==> src/rtl/lpc_req_sequencer.sv <==
// Request/response sequencer in front of LPCHost: queues I/O requests, issues them
// one at a time with start/ready handshaking and timeouts, and queues one response each.
module lpc_req_sequencer #(
  parameter int unsigned DEPTH    = 4,
  parameter int unsigned ACK_WAIT = 4,
  parameter int unsigned TIMEOUT  = 64
) (
  input  logic                       clk,
  input  logic                       reset,
  input  logic                       reqValid,
  output logic                       reqReady,
  input  logic [15:0]                reqAddr,
  input  logic [7:0]                 reqData,
  input  logic                       reqWrite,
  output logic                       rspValid,
  input  logic                       rspReady,
  output logic [7:0]                 rspData,
  output logic                       rspWrite,
  output logic                       rspErr,
  output logic [15:0]                lpcAddr,
  output logic [7:0]                 lpcData,
  output logic                       lpcIsWrite,
  output logic                       lpcStart,
  input  logic                       lpcReady,
  input  logic [7:0]                 lpcRdData,
  output logic                       busy,
  output logic [$clog2(DEPTH+1)-1:0] reqCount
);

  localparam int unsigned AW   = $clog2(DEPTH);
  localparam int unsigned CW   = $clog2(DEPTH+1);
  localparam int unsigned TMAX = (TIMEOUT > ACK_WAIT) ? TIMEOUT : ACK_WAIT;
  localparam int unsigned TW   = $clog2(TMAX+1);
  localparam logic [CW-1:0] FULL      = CW'(DEPTH);
  localparam logic [TW-1:0] ACK_LAST  = TW'(ACK_WAIT-1);
  localparam logic [TW-1:0] DONE_LAST = TW'(TIMEOUT-1);

  typedef enum logic [2:0] {IDLE, ISSUE, WAIT_ACK, WAIT_DONE, PUSH} state_e;

  state_e          state_q, state_d;
  logic [TW-1:0]   tmr_q, tmr_d;
  logic [AW-1:0]   req_wr_q, req_wr_d, req_rd_q, req_rd_d;
  logic [AW-1:0]   rsp_wr_q, rsp_wr_d, rsp_rd_q, rsp_rd_d;
  logic [CW-1:0]   req_cnt_q, req_cnt_d, rsp_cnt_q, rsp_cnt_d;
  logic            req_ready_q, req_ready_d;
  logic [15:0]     lpc_addr_q, lpc_addr_d;
  logic [7:0]      lpc_data_q, lpc_data_d;
  logic            lpc_wr_q, lpc_wr_d;
  logic            lpc_start_q, lpc_start_d;
  logic [7:0]      rsp_data_q, rsp_data_d;
  logic            rsp_err_q, rsp_err_d;
  logic            busy_q, busy_d;

  // Entries: request {addr, data, write}, response {data, write, err}
  logic [24:0]     req_mem_q [DEPTH];
  logic [9:0]      rsp_mem_q [DEPTH];

  logic [24:0]     req_head;
  logic [9:0]      rsp_head;
  logic            req_push, rsp_pop, rsp_valid, fsm_push;

  assign req_head  = req_mem_q[req_rd_q];
  assign rsp_head  = rsp_mem_q[rsp_rd_q];
  assign req_push  = reqValid && req_ready_q;
  assign rsp_valid = (rsp_cnt_q != '0);
  assign rsp_pop   = rsp_valid && rspReady;
  assign fsm_push  = (state_q == PUSH);

  always_comb begin
    req_wr_d  = req_push ? req_wr_q + 1'b1 : req_wr_q;
    req_rd_d  = fsm_push ? req_rd_q + 1'b1 : req_rd_q;
    req_cnt_d = req_cnt_q;
    if (req_push && !fsm_push)      req_cnt_d = req_cnt_q + 1'b1;
    else if (!req_push && fsm_push) req_cnt_d = req_cnt_q - 1'b1;
    req_ready_d = (req_cnt_d != FULL);

    rsp_wr_d  = fsm_push ? rsp_wr_q + 1'b1 : rsp_wr_q;
    rsp_rd_d  = rsp_pop ? rsp_rd_q + 1'b1 : rsp_rd_q;
    rsp_cnt_d = rsp_cnt_q;
    if (fsm_push && !rsp_pop)      rsp_cnt_d = rsp_cnt_q + 1'b1;
    else if (!fsm_push && rsp_pop) rsp_cnt_d = rsp_cnt_q - 1'b1;
  end

  always_comb begin
    state_d    = state_q;
    tmr_d      = tmr_q;
    lpc_addr_d = lpc_addr_q;
    lpc_data_d = lpc_data_q;
    lpc_wr_d   = lpc_wr_q;
    rsp_data_d = rsp_data_q;
    rsp_err_d  = rsp_err_q;
    unique case (state_q)
      IDLE: begin
        // At most one transfer in flight, so a free response slot now stays free until PUSH
        if ((req_cnt_q != '0) && (rsp_cnt_q != FULL) && lpcReady) begin
          state_d    = ISSUE;
          lpc_addr_d = req_head[24:9];
          lpc_data_d = req_head[8:1];
          lpc_wr_d   = req_head[0];
        end
      end
      ISSUE: begin
        state_d = WAIT_ACK;
        tmr_d   = '0;
      end
      WAIT_ACK: begin
        if (!lpcReady) begin
          state_d = WAIT_DONE;
          tmr_d   = '0;
        end else if (tmr_q == ACK_LAST) begin
          state_d    = PUSH;
          rsp_data_d = '0;
          rsp_err_d  = 1'b1;
        end else begin
          tmr_d = tmr_q + 1'b1;
        end
      end
      WAIT_DONE: begin
        if (lpcReady) begin
          state_d    = PUSH;
          rsp_data_d = lpc_wr_q ? 8'h00 : lpcRdData;
          rsp_err_d  = 1'b0;
        end else if (tmr_q == DONE_LAST) begin
          state_d    = PUSH;
          rsp_data_d = '0;
          rsp_err_d  = 1'b1;
        end else begin
          tmr_d = tmr_q + 1'b1;
        end
      end
      PUSH:    state_d = IDLE;
      default: state_d = IDLE;
    endcase
    lpc_start_d = (state_d == ISSUE);
    busy_d      = (state_d != IDLE);
  end

  always_ff @(posedge clk or negedge reset) begin
    if (!reset) begin
      state_q     <= IDLE;
      tmr_q       <= '0;
      req_wr_q    <= '0;
      req_rd_q    <= '0;
      req_cnt_q   <= '0;
      req_ready_q <= 1'b1;
      rsp_wr_q    <= '0;
      rsp_rd_q    <= '0;
      rsp_cnt_q   <= '0;
      lpc_addr_q  <= '0;
      lpc_data_q  <= '0;
      lpc_wr_q    <= 1'b0;
      lpc_start_q <= 1'b0;
      rsp_data_q  <= '0;
      rsp_err_q   <= 1'b0;
      busy_q      <= 1'b0;
      for (int unsigned i = 0; i < DEPTH; i++) begin
        req_mem_q[i] <= '0;
        rsp_mem_q[i] <= '0;
      end
    end else begin
      state_q     <= state_d;
      tmr_q       <= tmr_d;
      req_wr_q    <= req_wr_d;
      req_rd_q    <= req_rd_d;
      req_cnt_q   <= req_cnt_d;
      req_ready_q <= req_ready_d;
      rsp_wr_q    <= rsp_wr_d;
      rsp_rd_q    <= rsp_rd_d;
      rsp_cnt_q   <= rsp_cnt_d;
      lpc_addr_q  <= lpc_addr_d;
      lpc_data_q  <= lpc_data_d;
      lpc_wr_q    <= lpc_wr_d;
      lpc_start_q <= lpc_start_d;
      rsp_data_q  <= rsp_data_d;
      rsp_err_q   <= rsp_err_d;
      busy_q      <= busy_d;
      if (req_push) req_mem_q[req_wr_q] <= {reqAddr, reqData, reqWrite};
      if (fsm_push) rsp_mem_q[rsp_wr_q] <= {rsp_data_q, lpc_wr_q, rsp_err_q};
    end
  end

  assign reqReady   = req_ready_q;
  assign rspValid   = rsp_valid;
  assign rspData    = rsp_head[9:2];
  assign rspWrite   = rsp_head[1];
  assign rspErr     = rsp_head[0];
  assign lpcAddr    = lpc_addr_q;
  assign lpcData    = lpc_data_q;
  assign lpcIsWrite = lpc_wr_q;
  assign lpcStart   = lpc_start_q;
  assign busy       = busy_q;
  assign reqCount   = req_cnt_q;

endmodule

==> config.mk <==
export PLATFORM = sky130hd
export DESIGN_NAME = lpc_req_sequencer
export DESIGN_NICKNAME = d
export VERILOG_FILES = /design/src/rtl/lpc_req_sequencer.sv
export SDC_FILE = /design/constraint.sdc
export NUM_CORES = 1
export LEC_CHECK = 0
export BUFFER_PORTS_ARGS = -buffer_cell sky130_fd_sc_hd__buf_2
export CAP_MARGIN = 30
export CORE_ASPECT_RATIO = 1.1
export CORE_MARGIN = 2
export CORE_UTILIZATION = 45
export DETAILED_ROUTE_END_ITERATION = 8
export PLACE_DENSITY_LB_ADDON = 0.08
export SYNTH_ARGS = -nofsm -noshare
export SYNTH_HDL_FRONTEND = slang
export SYNTH_SLANG_ARGS = --single-unit
==> constraint.sdc <==
create_clock -name clk -period 2.4 [get_ports clk]
set_input_delay 0.12 -clock clk [delete_from_list [all_inputs] [get_ports clk]]
set_output_delay 0.12 -clock clk [all_outputs]
set_load 0.02 [all_outputs]
* Yosys cells after proc, flatten, opt, wreduce, memory -nomap -nowiden
Cells that the tools add are included.
** Storage, ports and cells
- Register bits after elaboration :: 201
- Word-level logic and storage cells :: 119
- Output and inout bits :: 42
- Bits of input ports :: 38
** Cells by class
- Equality and inequality tests :: 15
- Muxes and demuxes :: 38
- Reductions and logical operators :: 23
- $lt $le $gt $ge :: 6
- Add/sub/neg operators :: 9
- Bitwise logic cells :: 4
** Operator list (count)
- 100-bit bitwise mux :: 1
- 25-bit 2-to-1 mux :: 3
- 25-bit binary-select mux with 2-bit select :: 1
- 25-bit demux with 2-bit select :: 1
- 40-bit bitwise mux :: 1
- 8-bit 2-to-1 mux :: 5
- 10-bit 2-to-1 mux :: 3
- 7-bit 2-to-1 mux :: 4
- 3-bit 2-to-1 mux :: 9
- 7-bit one-hot mux with 3 select lines :: 1
- 10-bit binary-select mux with 2-bit select :: 1
- 10-bit demux with 2-bit select :: 1
- 8-bit one-hot mux with 2 select lines :: 1
- 3-bit greater-or-equal comparator (second input constant) :: 4
- 3-bit inequality test (second input constant) :: 4
- 2-bit inverter with 3-bit output :: 4
- 3-bit one-hot mux with 4 select lines :: 1
- 3-bit nonzero test :: 4
- 1-bit logical AND :: 10
- 2-bit by 1-bit adder with 2-bit output (second input constant) :: 4
- 2-bit inequality test (second input constant) :: 4
- 4-bit AND reduction :: 2
- 7-bit by 1-bit adder with 7-bit output (second input constant) :: 1
- 7-bit by 2-bit equality test with 1-bit output (second input constant) :: 1
- 13 further kinds :: 24

* Depth between registers and ports, before layout
Gate-level depths: netlist of run 1.
- Depth after elaboration :: 6
- Depth in mapped cells :: 10
- Gate-level depth less buffers :: 8

* Worst setup path after synthesis of run 1
No wires, ideal clock.
- Path type :: flip-flop to flip-flop
- Start point :: register state_q[0]
- End point :: register rsp_cnt_q[2]
- Library setup time :: 0.079 ns
- Buffers on the path :: 2
- Cell stages (with the launch flop) :: 11
- Data required time :: 2.321 ns
- Arrival :: 2.063 ns
- Setup slack :: 0.258 ns
- Cells stage by stage :: dfrtp_1 -> buf_6 -> or3b_4 -> clkinv_4 -> buf_12 -> ha_1 -> inv_1 -> fa_1 -> xor2_1 -> nor2_1 -> xor2_1
** On the way
- Cells in the longest elaborated chain, start to end :: 4
** RTL lines
- from (decl) :: RTL line 40 : state_e state_q, state_d;
- from (signal assigned) :: RTL line 161 : state_q <= state_d;
- 3-bit equality test * :: RTL line 67 : assign fsm_push = (state_q == PUSH);
- 1-bit logical NOT :: RTL line 81 : else if (!fsm_push && rsp_pop) rsp_cnt_d = rsp_cnt_q - 1'b1;
- 1-bit logical AND :: RTL line 81
- 2-bit nonzero test (no source line)
- to (signal assigned) :: RTL line 169 : rsp_cnt_q <= rsp_cnt_d;
- to (decl) :: RTL line 44 : logic [CW-1:0] req_cnt_q, req_cnt_d, rsp_cnt_q, rsp_cnt_d;
Mark *: on every way between the ends. The rest lies on a longest branch, timed or not.
A chain may end at the register's enable or synchronous reset.

* Worst setup path in the final report of run 1
- Start point :: register rsp_rd_q[0]
- End point :: output port rspData[1]
** On the way
- Cells in the longest elaborated chain, start to end :: 4
** RTL lines
- from (decl) :: RTL line 43 : logic [AW-1:0] rsp_wr_q, rsp_wr_d, rsp_rd_q, rsp_rd_d;
- from (signal assigned) :: RTL line 168 : rsp_rd_q <= rsp_rd_d;
- 2-bit inverter with 3-bit output (implied by the code) :: RTL line 63 : assign rsp_head = rsp_mem_q[rsp_rd_q];
- 10-bit binary-select mux with 2-bit select :: RTL line 63
- 10-bit 2-to-1 mux (implied by the code) (2 in a row) :: RTL line 63
- to (decl) :: RTL line 17 : output logic [7:0] rspData,
No other way between the ends. The select of a mux whose other input is x is not followed.

==> results of run 1 <==
repair_timing:
item,CTS,global route
hold buffers,36,0
resized for setup,0,0
hold endpoints to repair,179,0
power by group:
part           switching, mW  internal (mW)
clock                   1.28           2.01
combinational           2.17           2.80
sequential             0.952           4.90
logic make-up (layout without fill, tap and decap cells):
kind of cell	count (synthesis)	count (layout)
compound gates	30	30
fa+ha+maj	14	14
mux	207	207
flops	201	201
simple gates	59	59
buf+inv	38	189
xor+xnor	12	12
critical path: stages, from the launching register on:
cell and delay, ns:
dfrtp_1 0.79, mux4_2 0.62, buf_2 0.18
path summary, 6_finish.rpt:
kind	from	slack (ns)	cells past startpoint	endpoint
setup / recovery	rsp_rd_q[0]	0.20	2	rspData[1]
hold / removal	reqValid	0.09	4	reqCount[1]
setup reg to reg	state_q[0]	0.22	8	rsp_cnt_q[2]
hold reg to reg	req_mem_q[96]	0.50	1	req_mem_q[96]
max in group asynchronous	reset	1.38	3	req_mem_q[88]
min in group asynchronous	reset	0.21	2	rsp_data_q[3]
cell usage in the layout (no fill, tap or decap), drive strengths merged, types with 2 or more instances in the layout:
master,Yosys,final
a22o,8,8
dlygate4sd3,0,36
nand2,16,16
mux4,35,35
o21bai,3,3
inv,11,11
or3,2,2
mux2i,4,4
nor3b,4,4
or3b,2,2
o21ai,3,3
dfrtp,200,200
mux2,168,168
xor2,2,2
and2,6,6
xnor2,10,10
clkinv,1,3
clkbuf,4,36
nand2b,7,7
a21oi,6,6
a211oi,2,2
nor2b,4,4
nor3,2,2
ha,13,13
nand3,4,4
buf,22,102
nor2,6,6
sequential cells by signal, indices dropped and copies added (netlist names), 2 cells and up:
name	count
rsp_rd_q	2
lpcAddr	16
rsp_data_q	8
state_q	3
rsp_wr_q	2
lpcData	8
reqCount	3
rsp_cnt_q	3
tmr_q	7
rsp_mem_q	40
req_rd_q	2
req_mem_q	100
req_wr_q	2
per-layer routing:
layer | up-vias | GRT usage | wire, um
met5 | - | 0 | 0
met3 | 23 | 0.0335 | 811
met4 | 0 | 0.0439 | 296
met1 | 2627 | 0.240 | 7770
li1 | 2324 | - | -
met2 | 82 | 0.306 | 8950
final cells by class:
type,count,area (um2),area share
multi-input cells,322,3620,0.338
flip-flops and latches,201,5030,0.471
well taps,247,309,0.0289
clock buffers,35,671,0.0627
inverters,12,50.0,0.00468
clock inverters,3,40.0,0.00375
repair buffers,139,970,0.0907
metrics by stage:
step,hold WS [ns],util,instance area (um2),std cells
final,0.0903,0.556,10700,959
after global routing,0.132,0.556,10700,959
after global placement,0.176,0.500,9620,885
after detailed placement,0.195,0.500,9620,885
after CTS,0.0537,0.556,10700,959
after floorplan,-0.176,-,8860,561
==> impl_metrics.env, run 1 <==
export IMPL_synth_seq_cells=201
export IMPL_dp_hpwl_mm=11.4
export IMPL_worstSetupEndpointType="output pin"
export IMPL_syn_num_nets=613
export IMPL_setup_violations_final=0
export IMPL_synth_xor_area_frac=0.0127
export IMPL_vias_per_cell=5.27
export IMPL_synth_ff_type="dfrtp_1"
export IMPL_fmax_mhz=455
export IMPL_dieArea_um2=20800
export IMPL_synth_edff_count=0
export IMPL_grt_pass1_wl_mm=28.9
export IMPL_clock_sinks=201
export IMPL_die_height_um=151
export IMPL_synth_top_family_by_area="multiplexers"
export IMPL_cellPowerDensity_nw_per_um2=1320
export IMPL_layout_drive_gt1_share=0.489
export IMPL_setup_tns_ns=0
export IMPL_antenna_found_initial=0
export IMPL_grt_pass1_vias=5408
export IMPL_min_period_over_period=0.916
export IMPL_hold_viol_final=0
export IMPL_ys_warnings_count=0
export IMPL_cts_tree="done"
export IMPL_maxSlewViolCount=0
export IMPL_vdd_drop_max_mv=0.657
export IMPL_netlist_instances=561
export IMPL_die_w_um=138
export IMPL_root_buffer="clkbuf_16"
export IMPL_synth_top_area_share=0.565
export IMPL_yosys_area_top_type="dfrtp_1"
export IMPL_grt_max_degree=75
export IMPL_num_rows=53
export IMPL_nets=750
export IMPL_drt_total_wl_mm=17.8
export IMPL_io_pins=80
export IMPL_synthMuxAreaShare=0.307
export IMPL_wl_per_cell_um=18.6
export IMPL_worst_pin_slew_ns=0.693
export IMPL_overflow=0
export IMPL_ys_seq_area_frac=0.568
export IMPL_core_area_um2=19200
export IMPL_status="finished clean"
export IMPL_rsz0062_at_grt="false"
export IMPL_clk_latency_ns=0.50
export IMPL_gp_congestion=0.740
export IMPL_power_mw=14.1
export IMPL_setup_ws_ns=0.202
export IMPL_drv_cap=0
export IMPL_drc=0
export IMPL_synth_area_um2=8860
export IMPL_numCtsBuffers=22
export IMPL_synth_fa_ha_area_frac=0.0206
export IMPL_finalCriticalPeriod_ns=2.20
export IMPL_h_tree_depth=1
export IMPL_via_count=5056
export IMPL_portBuffers=79
export IMPL_start_util=0.461
export IMPL_post_synth_cell_area_avg_um2=15.8
export IMPL_drt_iter0_drc=146
export IMPL_first_pass_iters=4
export IMPL_post_cts_setup_buffers=0
export IMPL_async_flop_share=1.00
export IMPL_slew_limit_headroom=0.536
export IMPL_track_usage=0.180
export IMPL_yosys_top_cells_area="dfrtp_1 (56%), mux2_2 (21%), mux4_2 (8.9%), ha_1 (1.8%), buf_2 (0.90%)"
export IMPL_synth_common_cells="dfrtp_1 (200), mux2_2 (168), mux4_2 (35)"
export IMPL_clk_pin_slew_ns=0.06
export IMPL_p_leak_nw=4.81
export IMPL_pre_cts_ws_ns=0.252
export IMPL_area_delta_synth_final_pct=20.7
export IMPL_cp_arrival_ns=2.08
export IMPL_required_ns=2.28
export IMPL_yosys_cell_count_top_type="dfrtp_1"
export IMPL_postRouteAntennaNets=0
export IMPL_synth_simple_area_share=0.0376
export IMPL_critPathMaxFanout=11
export IMPL_critPathKind="reg2out"
export IMPL_diodes=0
export IMPL_clockBufferDepth=3
export IMPL_ys_types=50
export IMPL_fill_cells=1602
export IMPL_hold_path_class="in2reg"
export IMPL_synth_compound_area_frac=0.0304
export IMPL_finClkSkew_ns=0.0120
export IMPL_startpoint_type="flip-flop"
Note: power is estimated with default switching activity, not from simulation.
==> run 2, diff against run 1 <==
==> constraint.sdc (replaced) <==
create_clock -name clk -period 2.4 [get_ports clk]
set_input_delay 0.36 -clock clk [delete_from_list [all_inputs] [get_ports clk]]
set_output_delay 0.36 -clock clk [all_outputs]
set_load 0.02 [all_outputs]
==> run 2 against run 1 <==
Net effect: sequential power hardly changed; die area is the same; clock skew is 0.0033 ns lower; via count decreased by 2.2%; combinational power about the same; hold slack got worse by 0.0076 ns; clock-buffer cell count is 2 lower; global-route usage about the same; worst setup slack improved by 0.032 ns; first-iteration DRC count is 14% higher; critical path type unchanged; critical endpoint unchanged; largest power group unchanged; highest routed layer unchanged.
==> impl_metrics.env, run 2 (same netlist as run 1, synthesis figures left out) <==
export IMPL_numCtsBuffers=23
export IMPL_min_period_over_period=0.902
export IMPL_clock_sinks=201
export IMPL_grt_pass1_wl_mm=28.9
export IMPL_startpoint_type="flip-flop"
export IMPL_slew_limit_headroom=0.592
export IMPL_post_cts_setup_buffers=0
export IMPL_antenna_found_initial=0
export IMPL_worstSetupEndpointType="output pin"
export IMPL_core_area_um2=19200
export IMPL_largest_reg_flops=100
export IMPL_grt_pass1_vias=5358
export IMPL_drv_cap=0
export IMPL_final_common_cell="dfrtp_1"
export IMPL_diodes=0
export IMPL_power_mw=14.3
export IMPL_setup_tns_ns=0
export IMPL_io_pins=80
export IMPL_worst_r2r_cell_count=8
export IMPL_hold_depth=2
export IMPL_die_w_um=138
export IMPL_fill_cells=1624
export IMPL_num_rows=53
export IMPL_drt_total_wl_mm=17.5
export IMPL_status="finished clean"
export IMPL_min_delay_worst_endpoint="rsp_data_q[7]"
export IMPL_worst_pin_slew_ns=0.611
export IMPL_dieArea_um2=20800
export IMPL_layout_drive_gt1_share=0.520
export IMPL_finalCriticalPeriod_ns=2.17
export IMPL_area_delta_synth_final_pct=17.7
export IMPL_p_leak_nw=4.70
export IMPL_gp_congestion=0.716
export IMPL_overflow=0
export IMPL_rsz0062_at_grt="false"
export IMPL_hp_start="lpcRdData[7]"
export IMPL_vias_per_cell=5.34
export IMPL_start_util=0.461
export IMPL_via_count=4944
export IMPL_critPathMaxFanout=12
export IMPL_r2r_setup_slack_ns=0.29
export IMPL_drc=0
export IMPL_final_cell_mix="dfrtp_1 (199), mux2_2 (168), buf_2 (78), mux4_2 (35), clkbuf_16 (23)"
export IMPL_dp_hpwl_mm=11.2
export IMPL_vdd_drop_max_mv=0.676
export IMPL_h_tree_depth=1
export IMPL_regMostFlops="req_mem_q"
export IMPL_cp_arrival_ns=1.81
export IMPL_required_ns=2.04
export IMPL_fmax_mhz=462
export IMPL_root_buffer="clkbuf_16"
export IMPL_hold_viol_final=0
export IMPL_track_usage=0.179
export IMPL_die_height_um=151
export IMPL_reg2reg_to="rsp_cnt_q[2]"
export IMPL_critPathKind="reg2out"
export IMPL_drt_iter0_drc=166
export IMPL_nets=715
export IMPL_clk_latency_ns=0.50
export IMPL_cellPowerDensity_nw_per_um2=1370
export IMPL_portBuffers=79
export IMPL_grt_max_degree=65
export IMPL_finClkSkew_ns=0.00870
export IMPL_clk_pin_slew_ns=0.06
export IMPL_cts_tree="done"
export IMPL_setup_violations_final=0
export IMPL_postRouteAntennaNets=0
export IMPL_clockBufferDepth=3
export IMPL_hold_path_class="in2reg"
export IMPL_first_pass_iters=4
export IMPL_r2r_start="state_q[0]"
export IMPL_wl_per_cell_um=18.9
export IMPL_maxSlewViolCount=0
[run 2: changes by cell type in the layout (fill, tap and decap cells not counted), sizes merged]
| cell | change |
|---|---|
| inv | +1 |
| clkinv | +3 |
| clkbuf | -2 |
| buf | -1 |
| bufinv | +1 |
| dlygate4sd3 | -35 |
[run 2: layer usage]
metal	track usage	wire length (um)	vias up	part of all wire
li1	-	-	2261	-
met1	0.243	7800	2587	0.45
met2	0.302	8620	74	0.49
met3	0.0331	780	22	0.045
met4	0.0423	270	0	0.015
met5	0	0	-	0
[run 2: where the power goes]
group          internal (mW)  switching (mW)  total (mW)
Combinational           2.81            2.16        4.97
Sequential              4.90           0.944        5.85
Clock                   2.16            1.31        3.46
[run 2: worst max path at each step]
| stage | start | endpoint | slack, ns | depth (start not counted) |
|---|---|---|---|---|
| after floorplan | state_q[0] | rsp_cnt_q[2] | 0.26 | 10 |
| after global placement | state_q[0] | rsp_cnt_q[2] | 0.33 | 8 |
| after detailed placement | state_q[0] | rsp_cnt_q[2] | 0.29 | 8 |
| after CTS | rsp_rd_q[0] | rspData[1] | 0.20 | 3 |
| after global routing | rsp_rd_q[0] | rspData[1] | 0.15 | 3 |
| final | rsp_rd_q[0] | rspData[1] | 0.23 | 3 |
[run 2: repair_timing]
item	4_1_cts	5_1_grt
resized for setup	0	0
hold buffers	1	0
endpoints found under the hold margin	59	0
[run 2: worst max-delay path, stage by stage (launching register included)]
cell and delay, ns:
dfrtp_1 0.32, buf_4 0.25, mux4_2 0.56, buf_2 0.18
[run 2: cell type report]
cell class,instances,area [um2],area share
clock buffers,33,673,0.0646
inverters,12,50.0,0.00480
well taps,247,309,0.0296
repair buffers,103,649,0.0623
flip-flops and latches,201,5030,0.483
multi-input cells,322,3620,0.347
clock inverters,8,93.8,0.00900
[run 2: stage by stage]
step                cell area, um2  hold WS [ns]  setup WS [ns]   util  instances
floorplan                     8860        0.0644          0.258      -        561
global placement              9650         0.387          0.328  0.502        884
detailed placement            9650         0.390          0.288  0.502        884
CTS                          10400        0.0620          0.197  0.542        926
global route                 10400        0.0758          0.151  0.542        926
finish                       10400        0.0828          0.234  0.542        926
==> run 3, diff against run 2 <==
GPL_ROUTABILITY_DRIVEN = 1   (was unset)
MAX_ROUTING_LAYER = met4   (was unset)
==> run 3 against run 2 <==
Net effect: clock skew down 0.0016 ns; maximum frequency increased by 0.18%; utilization unchanged; critical path depth unchanged; worst setup slack improved by 0.0039 ns; sequential power barely moved.
==> impl_metrics.env, run 3 (same netlist as run 1, synthesis figures left out) <==
export IMPL_status="finished clean"
export IMPL_postRouteAntennaNets=0
export IMPL_dp_hpwl_mm=11.2
export IMPL_pre_cts_ws_ns=0.288
export IMPL_grt_max_degree=65
export IMPL_r2r_setup_slack_ns=0.29
export IMPL_cp_arrival_ns=1.80
export IMPL_num_rows=53
export IMPL_final_util=0.542
export IMPL_setup_ws_ns=0.238
export IMPL_grt_pass1_vias=5372
export IMPL_required_ns=2.04
export IMPL_track_usage=0.185
export IMPL_hold_path_class="in2reg"
export IMPL_clock_sinks=201
export IMPL_wl_per_cell_um=18.9
export IMPL_slew_limit_headroom=0.590
export IMPL_hp_start="lpcRdData[7]"
export IMPL_critPathMaxFanout=12
export IMPL_min_period_over_period=0.901
export IMPL_grt_pass1_wl_mm=28.9
export IMPL_hold_viol_final=0
export IMPL_layout_drive_gt1_share=0.520
export IMPL_die_height_um=151
export IMPL_startpoint="rsp_rd_q[0]"
export IMPL_reg2reg_to="rsp_cnt_q[2]"
export IMPL_diodes=0
export IMPL_hold_depth=2
export IMPL_vias_per_cell=5.32
export IMPL_regMostFlops="req_mem_q"
export IMPL_drc=0
export IMPL_cellPowerDensity_nw_per_um2=1370
export IMPL_drt_total_wl_mm=17.5
export IMPL_cts_tree="done"
export IMPL_gp_congestion=0.724
export IMPL_min_delay_worst_endpoint="rsp_data_q[7]"
export IMPL_maxSlewViolCount=0
export IMPL_core_area_um2=19200
export IMPL_dieArea_um2=20800
export IMPL_finalCriticalPeriod_ns=2.16
export IMPL_io_pins=80
export IMPL_drv_cap=0
export IMPL_via_count=4924
export IMPL_root_buffer="clkbuf_16"
export IMPL_whs_ns=0.0831
export IMPL_fill_cells=1624
export IMPL_worst_r2r_cell_count=8
export IMPL_portBuffers=79
export IMPL_worst_pin_slew_ns=0.615
export IMPL_vdd_drop_max_mv=0.676
export IMPL_start_util=0.461
export IMPL_setup_tns_ns=0
export IMPL_nets=715
export IMPL_clockBufferDepth=3
export IMPL_drt_iter0_drc=156
export IMPL_final_cell_mix="dfrtp_1 (199), mux2_2 (168), buf_2 (78), mux4_2 (35), clkbuf_16 (23)"
export IMPL_first_pass_iters=4
export IMPL_rsz0062_at_grt="false"
export IMPL_die_w_um=138
export IMPL_p_leak_nw=4.70
export IMPL_startpoint_type="flip-flop"
export IMPL_r2r_start="state_q[0]"
export IMPL_clk_pin_slew_ns=0.06
export IMPL_critPathKind="reg2out"
export IMPL_antenna_found_initial=0
export IMPL_fmax_mhz=463
export IMPL_overflow=0
export IMPL_worstSetupEndpointType="output pin"
export IMPL_numCtsBuffers=23
export IMPL_finClkSkew_ns=0.00706
export IMPL_h_tree_depth=1
export IMPL_setup_violations_final=0
export IMPL_clk_latency_ns=0.50
export IMPL_final_common_cell="dfrtp_1"
export IMPL_area_delta_synth_final_pct=17.7
export IMPL_largest_reg_flops=100
==> run 3: cell counts in the layout (fill, tap and decap cells not counted) <==
No cell type changed its count.
==> run 3: repair_timing <==
action,CTS,global route
resized for setup,0,0
hold endpoints to repair,59,0
buffers inserted,0,0
hold buffers,1,0
==> run 3: cell type report <==
class | instances | area, um2 | share of cell area
clock buffers | 33 | 673 | 0.0646
clock inverters | 8 | 93.8 | 0.00900
inverters | 12 | 50.0 | 0.00480
multi-input cells | 322 | 3620 | 0.347
flip-flops and latches | 201 | 5030 | 0.483
well taps | 247 | 309 | 0.0296
repair buffers | 103 | 649 | 0.0623
==> run 3: routing by layer <==
metal | track usage | part of all wire | vias to the layer above
met5 | - | 0 | -
met1 | 0.244 | 0.45 | 2579
met3 | 0.0325 | 0.043 | 22
li1 | - | - | 2257
met4 | 0.0423 | 0.016 | 0
met2 | 0.301 | 0.50 | 66
==> run 3: metrics by stage <==
step | cell area [um2] | std cells | power [mW]
after floorplan | 8860 | 561 | 9.46
after global placement | 9650 | 884 | 10.7
after detailed placement | 9650 | 884 | 11.0
after CTS | 10400 | 926 | 14.5
after global routing | 10400 | 926 | 15.2
final | 10400 | 926 | 14.3
==> run 3: critical path, stage by stage, from the launching register on <==
cell     delay, ns
dfrtp_1       0.32
buf_4         0.25
mux4_2        0.56
buf_2         0.18
==> run 3: how the worst max path moves through the flow <==
stage | endpoint | slack [ns]
final | rspData[1] | 0.24
after detailed placement | rsp_cnt_q[2] | 0.29
after floorplan | rsp_cnt_q[2] | 0.26
after CTS | rspData[1] | 0.20
after global placement | rsp_cnt_q[2] | 0.33
after global routing | rspData[1] | 0.15
==> run 3: power breakdown <==
part	internal (mW)	switching, mW
clock network	2.16	1.31
registers	4.90	0.943
logic	2.81	2.16
total	9.87	4.41
